`config.mk`:
```
export PLATFORM = sky130hd
export DESIGN_NAME = serializer_arbiter
export DESIGN_NICKNAME = d
export VERILOG_FILES = /design/src/rtl/serializer_arbiter.sv
export SDC_FILE = /design/constraint.sdc
export NUM_CORES = 1
export LEC_CHECK = 0
export CORE_MARGIN = 1
export CORE_UTILIZATION = 41
export CTS_BUF_LIST = sky130_fd_sc_hd__clkbuf_8
export DETAILED_ROUTE_END_ITERATION = 16
export PLACE_DENSITY = 0.8
export SYNTH_ARGS = -nofsm -noshare
export SYNTH_HDL_FRONTEND = slang
export SYNTH_SLANG_ARGS = --single-unit
```
`constraint.sdc`:
```
create_clock -name clk_i -period 5 [get_ports clk_i]
set_input_delay 0.5 -clock clk_i [delete_from_list [all_inputs] [get_ports clk_i]]
set_output_delay 0.5 -clock clk_i [all_outputs]
set_load 0.05 [all_outputs]
```
`src/rtl/serializer_arbiter.sv`:
```
// serializer_arbiter: round-robin scheduler that shares one serializer
// between N_REQ requesters. One word is accepted per grant. Words whose
// length falls in the serializer ignore window are acked and dropped.
// Every other word is captured, launched with a one-cycle ser_val_o pulse,
// and followed by a done pulse once the serializer is idle again.

// Per-requester slice: decodes the requester's one-hot strobes and masks
// its word onto the shared AND-OR capture mux.
module serializer_arbiter_lane #(
    parameter int DATA_W = 16,
    parameter int MOD_W  = 4,
    parameter int PTR_W  = 2,
    parameter int IDX    = 0
) (
    input  logic [PTR_W-1:0]  winner,
    input  logic [PTR_W-1:0]  owner,
    input  logic              grant_en,
    input  logic              drop_en,
    input  logic              done_en,
    input  logic [DATA_W-1:0] data,
    input  logic [MOD_W-1:0]  mod,
    output logic              ack,
    output logic              drop,
    output logic              done,
    output logic [DATA_W-1:0] data_sel,
    output logic [MOD_W-1:0]  mod_sel
);
    logic is_win;
    logic is_own;

    assign is_win   = (winner == PTR_W'(IDX));
    assign is_own   = (owner == PTR_W'(IDX));
    assign ack      = grant_en & is_win;
    assign drop     = drop_en & is_win;
    assign done     = done_en & is_own;
    assign data_sel = is_win ? data : '0;
    assign mod_sel  = is_win ? mod : '0;
endmodule

module serializer_arbiter #(
    parameter int N_REQ         = 4,
    parameter int DATA_W        = 16,
    parameter int MOD_W         = $clog2(DATA_W),
    parameter int MOD_IGNORE_LO = 1,
    parameter int MOD_IGNORE_HI = 2
) (
    input  logic                      clk_i,
    input  logic                      rst_i,
    input  logic [N_REQ*DATA_W-1:0]   req_data_i,
    input  logic [N_REQ*MOD_W-1:0]    req_mod_i,
    input  logic [N_REQ-1:0]          req_val_i,
    output logic [N_REQ-1:0]          req_ack_o,
    output logic [N_REQ-1:0]          done_o,
    output logic [N_REQ-1:0]          drop_o,
    output logic [DATA_W-1:0]         ser_data_o,
    output logic [MOD_W-1:0]          ser_mod_o,
    output logic                      ser_val_o,
    input  logic                      ser_busy_i,
    output logic [$clog2(N_REQ)-1:0]  owner_o,
    output logic                      busy_o
);
    localparam int PTR_W = $clog2(N_REQ);

    typedef enum logic [1:0] {IDLE, LAUNCH, WAIT} state_t;

    state_t                          state;
    logic [PTR_W-1:0]                rr_ptr;
    logic [PTR_W-1:0]                winner;
    logic [PTR_W-1:0]                nxt_ptr;
    logic [2*N_REQ-1:0]              req_dbl;
    logic [N_REQ-1:0]                req_rot;
    logic                            grant_en;
    logic                            drop_en;
    logic                            done_en;
    logic                            in_window;
    logic [N_REQ-1:0][DATA_W-1:0]    lane_data;
    logic [N_REQ-1:0][MOD_W-1:0]     lane_mod;
    logic [DATA_W-1:0]               sel_data;
    logic [MOD_W-1:0]                sel_mod;

    // Rotate requests so bit 0 is the requester at rr_ptr.
    assign req_dbl = {req_val_i, req_val_i} >> rr_ptr;
    assign req_rot = req_dbl[N_REQ-1:0];

    // Pick the first requester at or above rr_ptr, with wrap, and the pointer after it.
    always_comb begin
        int off;
        int w;
        int n;
        off = 0;
        for (int i = N_REQ - 1; i >= 0; i--) begin
            if (req_rot[i]) off = i;
        end
        w = int'(rr_ptr) + off;
        if (w >= N_REQ) w = w - N_REQ;
        n = w + 1;
        if (n >= N_REQ) n = 0;
        winner  = PTR_W'(w);
        nxt_ptr = PTR_W'(n);
    end

    // Strobes are gated by reset so nothing leaks out while rst_i is held.
    assign grant_en  = !rst_i && (state == IDLE) && !ser_busy_i && (|req_val_i);
    assign in_window = (sel_mod >= MOD_W'(MOD_IGNORE_LO)) && (sel_mod <= MOD_W'(MOD_IGNORE_HI));
    assign drop_en   = grant_en && in_window;
    assign done_en   = !rst_i && (state == WAIT) && !ser_busy_i;

    genvar k;
    generate
        for (k = 0; k < N_REQ; k++) begin : g_lane
            serializer_arbiter_lane #(
                .DATA_W (DATA_W),
                .MOD_W  (MOD_W),
                .PTR_W  (PTR_W),
                .IDX    (k)
            ) u_lane (
                .winner   (winner),
                .owner    (owner_o),
                .grant_en (grant_en),
                .drop_en  (drop_en),
                .done_en  (done_en),
                .data     (req_data_i[k*DATA_W +: DATA_W]),
                .mod      (req_mod_i[k*MOD_W +: MOD_W]),
                .ack      (req_ack_o[k]),
                .drop     (drop_o[k]),
                .done     (done_o[k]),
                .data_sel (lane_data[k]),
                .mod_sel  (lane_mod[k])
            );
        end
    endgenerate

    // OR the masked lane words together; only the winner's lane is non-zero.
    always_comb begin
        sel_data = '0;
        sel_mod  = '0;
        for (int i = 0; i < N_REQ; i++) begin
            sel_data = sel_data | lane_data[i];
            sel_mod  = sel_mod | lane_mod[i];
        end
    end

    // Control FSM with registered serializer-side outputs.
    always_ff @(posedge clk_i or posedge rst_i) begin
        if (rst_i) begin
            state      <= IDLE;
            rr_ptr     <= '0;
            owner_o    <= '0;
            ser_data_o <= '0;
            ser_mod_o  <= '0;
            ser_val_o  <= 1'b0;
            busy_o     <= 1'b0;
        end else begin
            case (state)
                IDLE: begin
                    ser_val_o <= 1'b0;
                    if (grant_en) begin
                        rr_ptr <= nxt_ptr;
                        if (!in_window) begin
                            ser_data_o <= sel_data;
                            ser_mod_o  <= sel_mod;
                            owner_o    <= winner;
                            ser_val_o  <= 1'b1;
                            busy_o     <= 1'b1;
                            state      <= LAUNCH;
                        end
                    end
                end
                LAUNCH: begin
                    ser_val_o <= 1'b0;
                    state     <= WAIT;
                end
                WAIT: begin
                    if (!ser_busy_i) begin
                        busy_o <= 1'b0;
                        state  <= IDLE;
                    end
                end
                default: begin
                    ser_val_o <= 1'b0;
                    busy_o    <= 1'b0;
                    state     <= IDLE;
                end
            endcase
        end
    end
endmodule

```
==> results <==
## final timing paths
kind	startpoint	endpoint	slack [ns]	depth (start not counted)
worst max-delay path	req_val_i[2]	drop_o[1]	0.28	16
worst min-delay path	ser_mod_o[1]	ser_mod_o[1]	0.49	2
worst max register to register	rr_ptr[0]	ser_data_o[10]	1.02	14
worst min register to register	ser_mod_o[1]	ser_mod_o[1]	0.49	2
max in group asynchronous	rst_i	ser_data_o[10]	3.49	2
min in group asynchronous	rst_i	ser_val_o	0.86	2
## power by group through the flow
| stage | Combinational [mW] | Clock, mW | Sequential (mW) |
|---|---|---|---|
| global placement | 2.56 | 0 | 0.427 |
| global route | 2.83 | 0.136 | 0.446 |
| floorplan | 1.61 | 0 | 0.754 |
| detailed placement | 2.59 | 0 | 0.434 |
| CTS | 2.60 | 0.125 | 0.430 |
| finish | 2.61 | 0.122 | 0.430 |
## what timing repair did
action                                  4_1_cts  5_1_grt
endpoints found under the setup margin        0        2
resized for setup                             0        2
buffers inserted                              0        0
hold buffers                                  0        0
## placed cells by master (no fill, tap or decap), types with 3 or more instances in the layout
cell type and n:
clkdlybuf4s50_1 117, dfrtp_1 28, nand2_1 21, a21oi_1 20
a22oi_1 20, o21ai_0 14, nor2_1 14, a221oi_1 11
nand3_1 10, o21ai_1 10, buf_4 10, mux2_4 9
a221oi_2 8, mux2_2 7, buf_12 5, inv_1 4
nor4_1 3, and2b_1 3, a221o_1 3, nor3_1 3
clkbuf_8 3
## critical path, cell delays in order
cell and delay [ns]:
clkdlybuf4s50_1 0.54, nor2_1 0.27, nor3_1 0.09, a21oi_1 0.15, o21ai_0 0.10, ha_1 0.21, xor2_2 0.30, xnor2_4 0.17
inv_4 0.04, ha_1 0.28, a221o_1 0.38, xor2_1 0.32, nand3_1 0.15, or2_2 0.32, nor2_1 0.21, buf_12 0.17
## cell type report
cell class	instances	area, sq um
sequential	28	701
fill	463	1680
timing repair buffer	132	1350
inverter	6	27.5
multi-input combinational	189	1390
clock buffer	3	41.3
tap	70	87.6
## Yosys cell counts, drive strengths merged, types with 3 or more instances
cell	instances	area share
o21ai	24	0.052
nand3	10	0.022
nor2	14	0.023
a32o	3	0.014
and2b	3	0.0097
a221o	3	0.013
dfrtp	28	0.30
a21oi	20	0.043
nor4	3	0.0081
nand2	21	0.034
inv	6	0.012
a22oi	20	0.065
mux2	16	0.093
clkbuf	9	0.015
a221oi	19	0.094
nor3	5	0.011
buf	23	0.077
## per-layer routing
metal / vias up / wire, um / GRT usage / part of all wire
met5: - / 0 / 0 / 0
met4: 0 / 63 / 0.0698 / 0.0087
met3: 8 / 474 / 0.0345 / 0.065
met2: 112 / 3570 / 0.425 / 0.49
met1: 1155 / 3160 / 0.305 / 0.43
li1: 1171 / - / - / -
## sequential cells by signal (all words and copies together), names as in the netlist
| register | cells |
|---|---|
| busy_o | 1 |
| owner_o | 2 |
| rr_ptr | 2 |
| ser_data_o | 16 |
| ser_mod_o | 4 |
| ser_val_o | 1 |
| state | 2 |
## per-stage QoR
step / util / instances
after floorplan: - / 255
after global placement: 0.672 / 425
after detailed placement: 0.672 / 425
after CTS: 0.679 / 428
after global routing: 0.682 / 428
final: 0.682 / 428
## cell families (layout without fill, tap and decap cells)
logic type      count (synthesis)  after routing  synth area share
flops                          28             28             0.303
fa+ha+maj                       2              2            0.0108
mux                            18             18             0.107
simple gates                   68             68             0.142
xor+xnor                        3              3            0.0195
buf+inv                        38            141             0.103
compound gates                 98             98             0.315
==> metrics.cfg <==
[status]
status = complete, no violations

[detailed_routing]
postRouteAntennaNets = 0
drt_iter0_drc = 120
wl_per_cell_um = 17.0
wl_mm = 7.27
vias = 2446
drt_pass1_iterations = 4
viasPerCell = 5.71
drc = 0

[yosys]
synth_edf_count = 0
ys_types = 45
syn_inst = 255
ys_seq_elements = 28
yosysWarningCount = 0
synthArstFlopShare = 1.00
synth_ff_type = dfrtp_1
avgSynthCellArea_sq_um = 9.07
yosysSeqAreaShare = 0.303
syn-cell-area_sq_um = 2310
synth.net_count = 344

[floorplanning]
num_io_pins = 123
start_util = 0.439
die_y_um = 77.1
die-width_um = 77.1
dieArea_sq_um = 5940
rows = 26
core_sq_um = 5270

[setup_path]
path_class = in2out
endpoint_kind = primary output
crit_fanout = 9
crit_required_ns = 4.50
crit_path_start_kind = primary input
arrival_ns = 4.22

[sta]
clock_skew_ns = 0.00142
tns_ns = 0
holdWs_ns = 0.489
hold_viol = 0
fin_crit_ns = 4.72
rsz0062_at_grt = false
setup_viol = 0
worstMarginPinSlew_ns = 1.08
slew_headroom = 0.276
fin_ws_ns = 0.283
slew_viol_final = 0
timing.final.crit_share = 0.943
fmax_mhz = 212

[placed_design]
placed_area_sq_um = 3540
port_buffers = 122
gp_routability_congestion = 0.867
hpwl_mm = 5.44
place_ws_ns = 0.0835

[power_and_ir_drop]
p_per_area_nw_per_um2 = 881
combPwrFrac = 0.826
pwr-share-clk = 0.039
sequentialPowerShare = 0.136
internal_power_mw = 1.46
ir_worst_vdd_mv = 0.678
switching_share = 0.540
total_leakage_power_nw = 1.41
power_mw = 3.17
switchingPower_mw = 1.71

[final_layout]
syn2layout_area_growth_pct = 55.4
antenna_cells = 0
layout-drive-gt1-share = 0.145
design_area_sq_um = 3590
nNetsFinal = 449

[cts]
cts_num_sinks = 28
path_clk_slew_ns = 0.09
cts_buffers = 3
max-clock-path-buffers = 2
ctsHtreeMaxLevel = 1
tritoncts = done
clk_latency_ns = 0.27
cts_root_buf = clkbuf_8

[global_routing]
antenna_found_initial = 0
overflow = 0
track_usage = 0.242
grt_max_degree = 29
grt_pass1_vias = 2414
grt_pass1_wl_mm = 11.6

[hold_path]
hold_path.class = reg2reg

[run]
maxCapViolCount = 0

(Power assumes the default switching activity.)
